`src/rtl/mul_seq.sv`:
```
// rtl/mul_seq.sv - sequential shift-add multiplier, start/ok handshake; MUL_SIGNED_EN selects two's-complement mode
module mul_seq #(
  parameter int unsigned WIDTH = 32
) (
  input  logic                 clk,
  input  logic                 reset,
  input  logic                 start,
  input  logic [WIDTH-1:0]     A,
  input  logic [WIDTH-1:0]     B,
  output logic [2*WIDTH-1:0]   P,
  output logic                 ok,
  output logic                 done,
  output logic                 ovf
);

  localparam int unsigned CW = $clog2(WIDTH);

  localparam logic [1:0] S_IDLE = 2'd0;
  localparam logic [1:0] S_RUN  = 2'd1;
  localparam logic [1:0] S_DONE = 2'd2;

  logic [1:0]         r_state;
  logic [WIDTH-1:0]   r_mcand;
  logic [WIDTH-1:0]   r_mplier;
  logic [WIDTH-1:0]   r_acc_hi;
  logic [CW-1:0]      r_cnt;
  logic [2*WIDTH-1:0] r_p;
  logic               r_ovf;
  logic               r_done;

  logic [WIDTH:0]     w_sum;
  logic [2*WIDTH-1:0] w_prod;
  logic [WIDTH-1:0]   w_a_mag;
  logic [WIDTH-1:0]   w_b_mag;
  logic [2*WIDTH-1:0] w_p_next;
  logic               w_ovf_next;

  // One partial-product step: add the multiplicand when the current multiplier LSB is set
  assign w_sum  = {1'b0, r_acc_hi} + (r_mplier[0] ? {1'b0, r_mcand} : {(WIDTH+1){1'b0}});
  assign w_prod = {r_acc_hi, r_mplier};

`ifdef MUL_SIGNED_EN
  logic r_sgn;

  // Operands are reduced to unsigned magnitudes; 2^(WIDTH-1) maps onto itself as unsigned
  assign w_a_mag    = A[WIDTH-1] ? (~A + 1'b1) : A;
  assign w_b_mag    = B[WIDTH-1] ? (~B + 1'b1) : B;
  assign w_p_next   = r_sgn ? (~w_prod + 1'b1) : w_prod;
  assign w_ovf_next = ~((&w_p_next[2*WIDTH-1:WIDTH-1]) | ~(|w_p_next[2*WIDTH-1:WIDTH-1]));

  // Result sign captured at accept so the magnitude product can be negated at the end
  always_ff @(posedge clk or negedge reset) begin
    if (!reset) begin
      r_sgn <= 1'b0;
    end else if (r_state == S_IDLE && start) begin
      r_sgn <= A[WIDTH-1] ^ B[WIDTH-1];
    end
  end
`else
  assign w_a_mag    = A;
  assign w_b_mag    = B;
  assign w_p_next   = w_prod;
  assign w_ovf_next = |w_prod[2*WIDTH-1:WIDTH];
`endif

  // Control FSM and datapath; DONE spans two cycles: result load with done pulse, then return to IDLE
  always_ff @(posedge clk or negedge reset) begin
    if (!reset) begin
      r_state  <= S_IDLE;
      r_mcand  <= '0;
      r_mplier <= '0;
      r_acc_hi <= '0;
      r_cnt    <= '0;
      r_p      <= '0;
      r_ovf    <= 1'b0;
      r_done   <= 1'b0;
    end else begin
      case (r_state)
        S_IDLE: begin
          if (start) begin
            r_mcand  <= w_a_mag;
            r_mplier <= w_b_mag;
            r_acc_hi <= '0;
            r_cnt    <= CW'(WIDTH - 1);
            r_state  <= S_RUN;
          end
        end
        S_RUN: begin
          r_acc_hi <= w_sum[WIDTH:1];
          r_mplier <= {w_sum[0], r_mplier[WIDTH-1:1]};
          if (r_cnt == '0) begin
            r_state <= S_DONE;
          end else begin
            r_cnt <= r_cnt - 1'b1;
          end
        end
        S_DONE: begin
          if (!r_done) begin
            r_p    <= w_p_next;
            r_ovf  <= w_ovf_next;
            r_done <= 1'b1;
          end else begin
            r_done  <= 1'b0;
            r_state <= S_IDLE;
          end
        end
        default: begin
          r_state <= S_IDLE;
        end
      endcase
    end
  end

  assign P    = r_p;
  assign ovf  = r_ovf;
  assign done = r_done;
  assign ok   = (r_state == S_IDLE);

endmodule

```
`config.mk`:
```
export PLATFORM = sky130hd
export DESIGN_NAME = mul_seq
export DESIGN_NICKNAME = d
export VERILOG_FILES = /design/src/rtl/mul_seq.sv
export SDC_FILE = /design/constraint.sdc
export NUM_CORES = 1
export LEC_CHECK = 0
export ABC_AREA = 1
export CAP_MARGIN = 25
export CORE_MARGIN = 1.5
export CORE_UTILIZATION = 54
export DETAILED_ROUTE_END_ITERATION = 12
export HOLD_SLACK_MARGIN = 0.05
export PLACE_DENSITY = 0.79
export SLEW_MARGIN = 20
export SYNTH_ARGS = -nofsm -noshare
export SYNTH_HDL_FRONTEND = slang
export SYNTH_SLANG_ARGS = --single-unit
```
`constraint.sdc`:
```
create_clock -name clk -period 2.7 [get_ports clk]
set_clock_uncertainty 0.1 [all_clocks]
set_input_delay 0.54 -clock clk [delete_from_list [all_inputs] [get_ports clk]]
set_output_delay 0.54 -clock clk [all_outputs]
set_load 0.01 [all_outputs]
```
# == Word level (Yosys, flattened, before mapping) ==
# Index checks and enable logic that the tools add are counted.
# classes
add_sub_neg,2
mux,13
eq_ne,6
n_bitwise,1
n_reduce_logical,9
# ops
op,count
$pmux 32 s2,2
$mux 32,3
$add 32x32->33,1
$reduce_or 32->1,1
$mux 5,2
$pmux 5 s2,1
$ne 2x2->1 const B,4
$mux 2,3
$pmux 2 s3,1
$reduce_and 2->1,3
$reduce_and 3->1,2
$logic_not 5->1,1
$sub 5x1->5 const B,1
$eq 2x1->1 const B,1
$eq 2x2->1 const B,1
$logic_not 2->1,1
$reduce_bool 2->1,1
$mux 1,1
$not 1->1,1
# word_totals
elab_cells,39
reg_bits,169

# == Logic depth before layout (Yosys ltp) ==
# Gate-level depths: netlist of the first run.
# depth
depth_word,3
mapped_depth,18

# == Worst setup path after synthesis of the first run ==
# Ideal clock, no wire load.
# synth_path
path_kind,register to register
startpoint,register r_mplier[0]
endpoint,register r_acc_hi[19]
stages_incl_launch_ff,18
required_time_ns,2.470
path_slack_ns,0.279
setup_ns,0.130
period_less_slack_ns,2.421
arrival_time_ns,2.191
path_cell_list,dfrtp_1 > clkbuf_1 > clkbuf_1 > nand2_1 > inv_1 > ha_1 > inv_1 > fa_1 > inv_1 > nand3_1 > nand3_1 > nand2_1 > nand3_1 > nand2_1 > nand2_1 > nand2_1 > nand3_1 > o21ai_0
# synth_via
elab_chain_cells,3
# synth_rtl
item,line,source
"start, declared",24,logic [WIDTH-1:0] r_mplier;
"start signal, assigned",82,r_mplier <= w_b_mag;
"start signal, assigned",90,"r_mplier <= {w_sum[0], r_mplier[WIDTH-1:1]};"
$mux 32,39,"assign w_sum = {1'b0, r_acc_hi} + (r_mplier[0] ? {1'b0, r_mcand} : {(WIDTH+1){1'b0}});"
$add 32x32->33,39,
$pmux 32 s2,78,case (r_state)
"end signal, assigned",89,r_acc_hi <= w_sum[WIDTH:1];
"end, declared",25,logic [WIDTH-1:0] r_acc_hi;
# Every way passes these cells.
# A chain may end at the register's enable or synchronous reset.

# == Worst setup path after layout of the first run ==
# layout_path
startpoint,register r_mplier[0]
endpoint,register r_acc_hi[30]
# The elaborated chain is that of the path after synthesis.

==> impl_metrics.toml, run 1 <==
[routing]
route.detailed.wl_per_inst_um = 15.0
dr.pass1.iters = 6
dr_wl_met3_um = 1750
finalWirelength_um = 23800
initialDrtViolationCount = 549
met2_length_um = 10400
detail_route.vias_per_cell = 5.20
detail-route-antenna-nets = 0
remaining_routing_drc_violations = 0
maxUsedRoutingLayer = "met4"
drt-met1-wl_um = 11200
via_count = 8270

[grt]
grt_overflow = 0
antenna_found_initial = 0
grt_usage_pct = 27.9
grt_pass1_wl_um = 39600
first_global_vias = 7903
grt_start_max_net_pins = 91

[status]
run_status = "completed"

[timing]
slew_headroom_pct = 43.8
worstMarginPinSlew_ps = 843
post-route-min-period_ps = 2450
max_freq_ghz = 0.408
finalMaxSlewViolations = 0
rsz0062_at_grt = "no"
setup_total_negative_slack_ps = 0
min_period_over_period_pct = 90.9
worst_hold_slack_ps = 369
hold_violations = 0
worst_slack_ps = 247
setup_viol = 0

[worst_hold_path]
hold_start = "P[62]"
worstHoldEndpoint = "P[62]"
number_of_cells_on_the_worst_hold_path = 2
hold_class = "reg2reg"

[floorplanning]
ios = 134
std_cell_rows = 47
start_util_pct = 55.9
die_area_um2 = 18200
die_x_um = 135
dieHeight_um = 135
core-area_um2 = 16800

[worst_setup_path]
timing.critical_path.required_ps = 2920
cp_top_family = "simple AND/OR/NAND/NOR gates"
timing.critical_path.slowest_cell_delay_ps = 450
worst_r2r_startpoint = "r_mplier[0]"
timing.critical_path.slowest_stage_cell = "dfrtp_2"
worst_r2r_path_depth = 15
crit_fanout = 6
ff2ff_setup_slack_ps = 250
worstSetupPathType = "reg2reg"
crit-reg2reg-capture = "r_acc_hi[30]"
worstSetupEndpointType = "flop"
cp_common_cell = "nand2_1"
crit_path_start_kind = "flop"
cp_cell_sequence = "buf_4 > nand2_1 > inv_1 > ha_1 > nand2_1 > nor2_1 > nand3_1 > nand2_1 > nand2_1 > nand2_1 > nand2_1 > nand2_1 > nand2_1 > nand3_1 > nand2_1"
critical_path.n_buffers_inverters = 2
critPathArrivalTime_ps = 2670

[clock_tree]
cts.path.max_buffers = 2
cts_buf_count = 17
clock_tree.root_cell = "clkbuf_16"
numClockSinks = 169
clock_latency_late_sink_ps = 440
tritoncts = "done"
cts_clk_pin_slew_worst_paths_ps = 70
htree_num_levels = 4

[pwr]
pwr-share-seq_pct = 29.9
clock_power_share_pct = 16.6
intPower_mw = 7.94
vdd_ir_drop_max_uv = 670
total_leakage_power_nw = 6.11
power.net_switching_mw = 6.54
switching_share_pct = 45.2
power-per-cell-area_nw_per_um2 = 1260
power.share.combinational_pct = 53.5

[cells_and_area]
drive_above_1_share_pct = 6.78
layout.cells.most_common_list = "nand2_1, inv_1, dfrtp_1"
layout.cells.most_common = "nand2_1"
area_growth_pct = 22.8
fillCellCount = 1451
layout.nets = 1462
final_cell_area_um2 = 11500
n_antenna_cell = 0
postLayoutCoreUtil_pct = 68.7

[logic_synthesis]
syn_inst = 1230
synth.yosys.warnings = 0
mappedNetlistArea_um2 = 9380
postSynthAreaPerCell_um2 = 7.62
synth.distinct_cells = 36
synth_enable_flop_cells = 0
ys_seq_elements = 169
yosysSeqAreaShare_pct = 45.1
synth.net_count = 1332
synth-main-ff-cell = "dfrtp_1"
synth_async_sr_flop_share_pct = 100

[placement]
dp.final_hpwl_um = 17500
post-place-ws_ps = 143
placement.cell_area_um2 = 10900
place.gp.congestion = 0.953
port_buffers = 133

[run]
cap_viol_max_count = 0
[flip-flops by register name (all words and copies together), names as in the netlist]
signal / flops
r_state: 2
P: 64
r_acc_hi: 32
r_mplier: 32
r_mcand: 32
r_cnt: 5
done: 1
ovf: 1
[layer usage]
metal	GRT usage, %	vias to the layer above
met1	40.9	3789
li1	-	4133
met5	0	-
met4	8.36	0
met3	4.99	41
met2	42.5	307
[worst register-to-register path, cell delays in order (launching register included)]
cell     delay [ps]
dfrtp_2         450
buf_4           170
nand2_1          50
inv_1            40
ha_1            380
nand2_1         150
nor2_1          190
nand3_1          90
nand2_1         130
nand2_1          80
nand2_1         140
nand2_1         130
nand2_1          80
nand2_1          40
nand3_1          60
nand2_1          60
[area by class of cell]
class                           instances  area (um^2)  area share [%]
Sequential cell                       169         4230            36.7
Inverter                              221          832            7.22
Multi-Input combinational cell        801         4090            35.5
Tap cell                              220          275            2.39
Timing Repair Buffer                  150         1530            13.3
Clock inverter                         11          113           0.978
Clock buffer                           19          453            3.93
[kinds of logic (layout without fill, tap and decap cells)]
kind of cell	Yosys count	after routing	share of synthesized area (%)
muxes	32	32	3.84
DFF	169	169	45.1
adders and majority gates	35	35	4.75
AOI/OAI and AO/OA	195	195	11.7
buffers and inverters	260	401	11.3
xor gates and xnor gates	4	4	0.374
and+or+nand+nor	535	535	22.9
[synth_stat cells, types with 2 or more instances]
cell type  count  area (um^2)
nand2_1      408         1530
buf_6          8         90.1
nor2_1        53          199
nand3_1       47          235
nor4_1         4         25.0
o22ai_1        5         31.3
nor3_1         8         40.0
o21ai_1       50          250
o21ai_0       70          350
buf_2         16         80.1
xnor2_1        3         26.3
inv_1        216          811
mux2_2        32          360
inv_2          4         15.0
ha_1          34          425
nand2_2        3         18.8
o211ai_1      31          233
a21oi_1       31          155
nand4_1        7         43.8
o21bai_1       3         22.5
clkbuf_1      13         48.8
dfrtp_1      169         4230
nor3_4         2         32.5
[power by group through the flow]
stage | clock network (mW) | registers (mW) | logic, mW
final | 2.40 | 4.33 | 7.75
after detailed placement | 0 | 4.36 | 7.58
after floorplan | 0 | 4.21 | 5.34
after global placement | 0 | 4.32 | 7.39
after CTS | 2.44 | 4.32 | 7.65
after global routing | 2.55 | 4.44 | 8.82
[worst max path at each step]
stage,from,end,slack (ps),cells past startpoint
floorplan,r_mplier[0],r_acc_hi[19],280,17
global placement,r_mplier[0],r_acc_hi[31],190,14
detailed placement,r_mplier[0],r_acc_hi[19],140,15
CTS,r_mplier[0],r_acc_hi[19],110,15
global route,r_mplier[0],r_acc_hi[31],40,16
finish,r_mplier[0],r_acc_hi[30],250,15
[through the flow]
step / cells / total power, mW
6_report: 1591 / 14.5
5_1_grt: 1591 / 15.8
4_1_cts: 1588 / 14.4
3_5_place_dp: 1557 / 11.9
3_3_place_gp: 1557 / 11.7
2_1_floorplan: 1230 / 9.55
[timing repair]
item                       4_1_cts  5_1_grt
setup buffers                    0        3
resized for setup                0        2
hold endpoints to repair        30        0
setup endpoints to repair        0       15
hold buffers                     1        0
No activity file was read; power rests on OpenSTA's default activity.
==> run 2, diff against run 1 <==
==> constraint.sdc (replaced) <==
create_clock -name clk -period 2.7 [get_ports clk]
set_clock_uncertainty 0.1 [all_clocks]
set_input_delay 0.675 -clock clk [delete_from_list [all_inputs] [get_ports clk]]
set_output_delay 0.675 -clock clk [all_outputs]
set_load 0.01 [all_outputs]
==> impl_metrics.toml, run 2 (synthesis gave the netlist of run 1 again) <==
[status]
run_status = "completed"

[routing]
finalWirelength_um = 23700
remaining_routing_drc_violations = 0
dr.pass1.iters = 6
via_count = 8373
detail_route.vias_per_cell = 5.27
route.detailed.wl_per_inst_um = 14.9
detail-route-antenna-nets = 0
initialDrtViolationCount = 746

[worst_setup_path]
crit-reg2reg-capture = "r_acc_hi[18]"
worstSetupEndpointType = "primary output"
crit_fanout = 4
worstSetupPathType = "reg2out"
critPathArrivalTime_ps = 1640
ff2ff_setup_slack_ps = 330
timing.critical_path.required_ps = 1920
crit_path_start_kind = "flop"
worst_r2r_path_depth = 13
worst_r2r_startpoint = "r_mplier[0]"
worst_setup_path_startpoint = "r_state[0]"

[clock_tree]
post_cts_hold_buffer_count = 0
cts_clk_pin_slew_worst_paths_ps = 70
clock_latency_late_sink_ps = 430
cts_buf_count = 17
tritoncts = "done"
htree_num_levels = 4
cts.path.max_buffers = 2
post-cts-setup-buffer-count = 0
ctsResizeCount = 0
clock_tree.root_cell = "clkbuf_16"
numClockSinks = 169

[cells_and_area]
final_cell_area_um2 = 11500
layout.cells.most_common_list = "nand2_1, inv_1, dfrtp_1"
largest_register_ff_count = 64
multiInputGateArea_um2 = 4090
layout.cells.most_common = "nand2_1"
sequential_cell_area_um2 = 4230
n_antenna_cell = 0
layout.nets = 1459
area_growth_pct = 23.0
drive_above_1_share_pct = 6.72
fillCellCount = 1437

[timing]
post-route-min-period_ps = 2410
setup_viol = 0
worstMarginPinSlew_ps = 865
max_freq_ghz = 0.415
slew_headroom_pct = 42.4
finalMaxSlewViolations = 0
rsz0062_at_grt = "no"
min_period_over_period_pct = 89.3
hold_violations = 0
setup_total_negative_slack_ps = 0

[grt]
antenna_found_initial = 0
grt_pass1_wl_um = 39600
grt_start_max_net_pins = 92
grt_usage_pct = 27.7
first_global_vias = 8193
grt_overflow = 0

[pwr]
vdd_ir_drop_max_uv = 662
design_power_total_mw = 14.6
power-per-cell-area_nw_per_um2 = 1260
clock_power_share_pct = 17.4
intPower_mw = 8.02
power.share.combinational_pct = 53.0
total_leakage_power_nw = 6.12
pwr-share-seq_pct = 29.6
switching_share_pct = 45.0
power.net_switching_mw = 6.55

[floorplanning]
std_cell_rows = 47
die_x_um = 135
dieHeight_um = 135
die_area_um2 = 18200
ios = 134
core-area_um2 = 16800
start_util_pct = 55.9

[placement]
placement.cell_area_um2 = 10900
dp.final_hpwl_um = 17900
place.gp.congestion = 0.980
port_buffers = 133

[worst_hold_path]
hold_class = "in2async"

[run]
cap_viol_max_count = 0
run 2: changes by cell type in the layout (fill, tap and decap cells not counted):
cell	previous run	this run
buf_4	10	9
buf_6	2	1
bufinv_16	1	2
clkinv_2	4	3
clkinv_4	0	4
clkinv_8	0	1
clkinvlp_4	2	1
dfrtp_1	168	169
dfrtp_2	1	0
dlygate4sd3_1	1	0
inv_6	4	3
inv_8	2	1
run 2: area by class of cell:
| type | count | area share, % |
|---|---|---|
| repair buffers | 147 | 13.0 |
| multi-input cells | 801 | 35.4 |
| clock buffers | 19 | 3.93 |
| inverters | 221 | 7.21 |
| clock inverters | 13 | 1.40 |
| flip-flops and latches | 169 | 36.7 |
| well taps | 220 | 2.39 |
run 2: per-stage QoR:
step / setup slack (ps) / hold slack [ps] / instances / util, %
6_report: 289 / 56.7 / 1590 / 68.8
5_1_grt: 131 / 73.0 / 1590 / 68.8
4_1_cts: 267 / 65.2 / 1590 / 68.8
3_5_place_dp: 405 / 363 / 1558 / 65.2
3_3_place_gp: 436 / 355 / 1558 / 65.2
2_1_floorplan: 279 / 279 / 1230 / -
run 2: worst max-delay path: stages (launching register included):
cell and delay (ps):
dfrtp_1 460, nor2_4 190, clkdlybuf4s50_1 560
run 2: power groups by stage:
stage	combinational [mW]	clock, mW	sequential [mW]
2_1_floorplan	5.34	0	4.21
3_3_place_gp	7.35	0	4.30
3_5_place_dp	7.57	0	4.34
4_1_cts	7.63	2.57	4.30
5_1_grt	8.76	2.68	4.43
6_report	7.72	2.53	4.31
run 2: worst max path at each step:
stage | to | slack [ps] | cells after the start
finish | ok | 290 | 2
global route | r_acc_hi[19] | 130 | 15
CTS | ok | 270 | 2
detailed placement | r_acc_hi[20] | 400 | 15
global placement | r_acc_hi[20] | 440 | 15
floorplan | r_acc_hi[19] | 280 | 17
run 2: routing by layer:
metal,global-route usage [%],part of all wire [%],wire length [um]
met1,39.0,45,10800
met2,44.2,45,10700
met3,4.17,7.6,1800
met4,9.56,1.9,452
met5,0,0,0
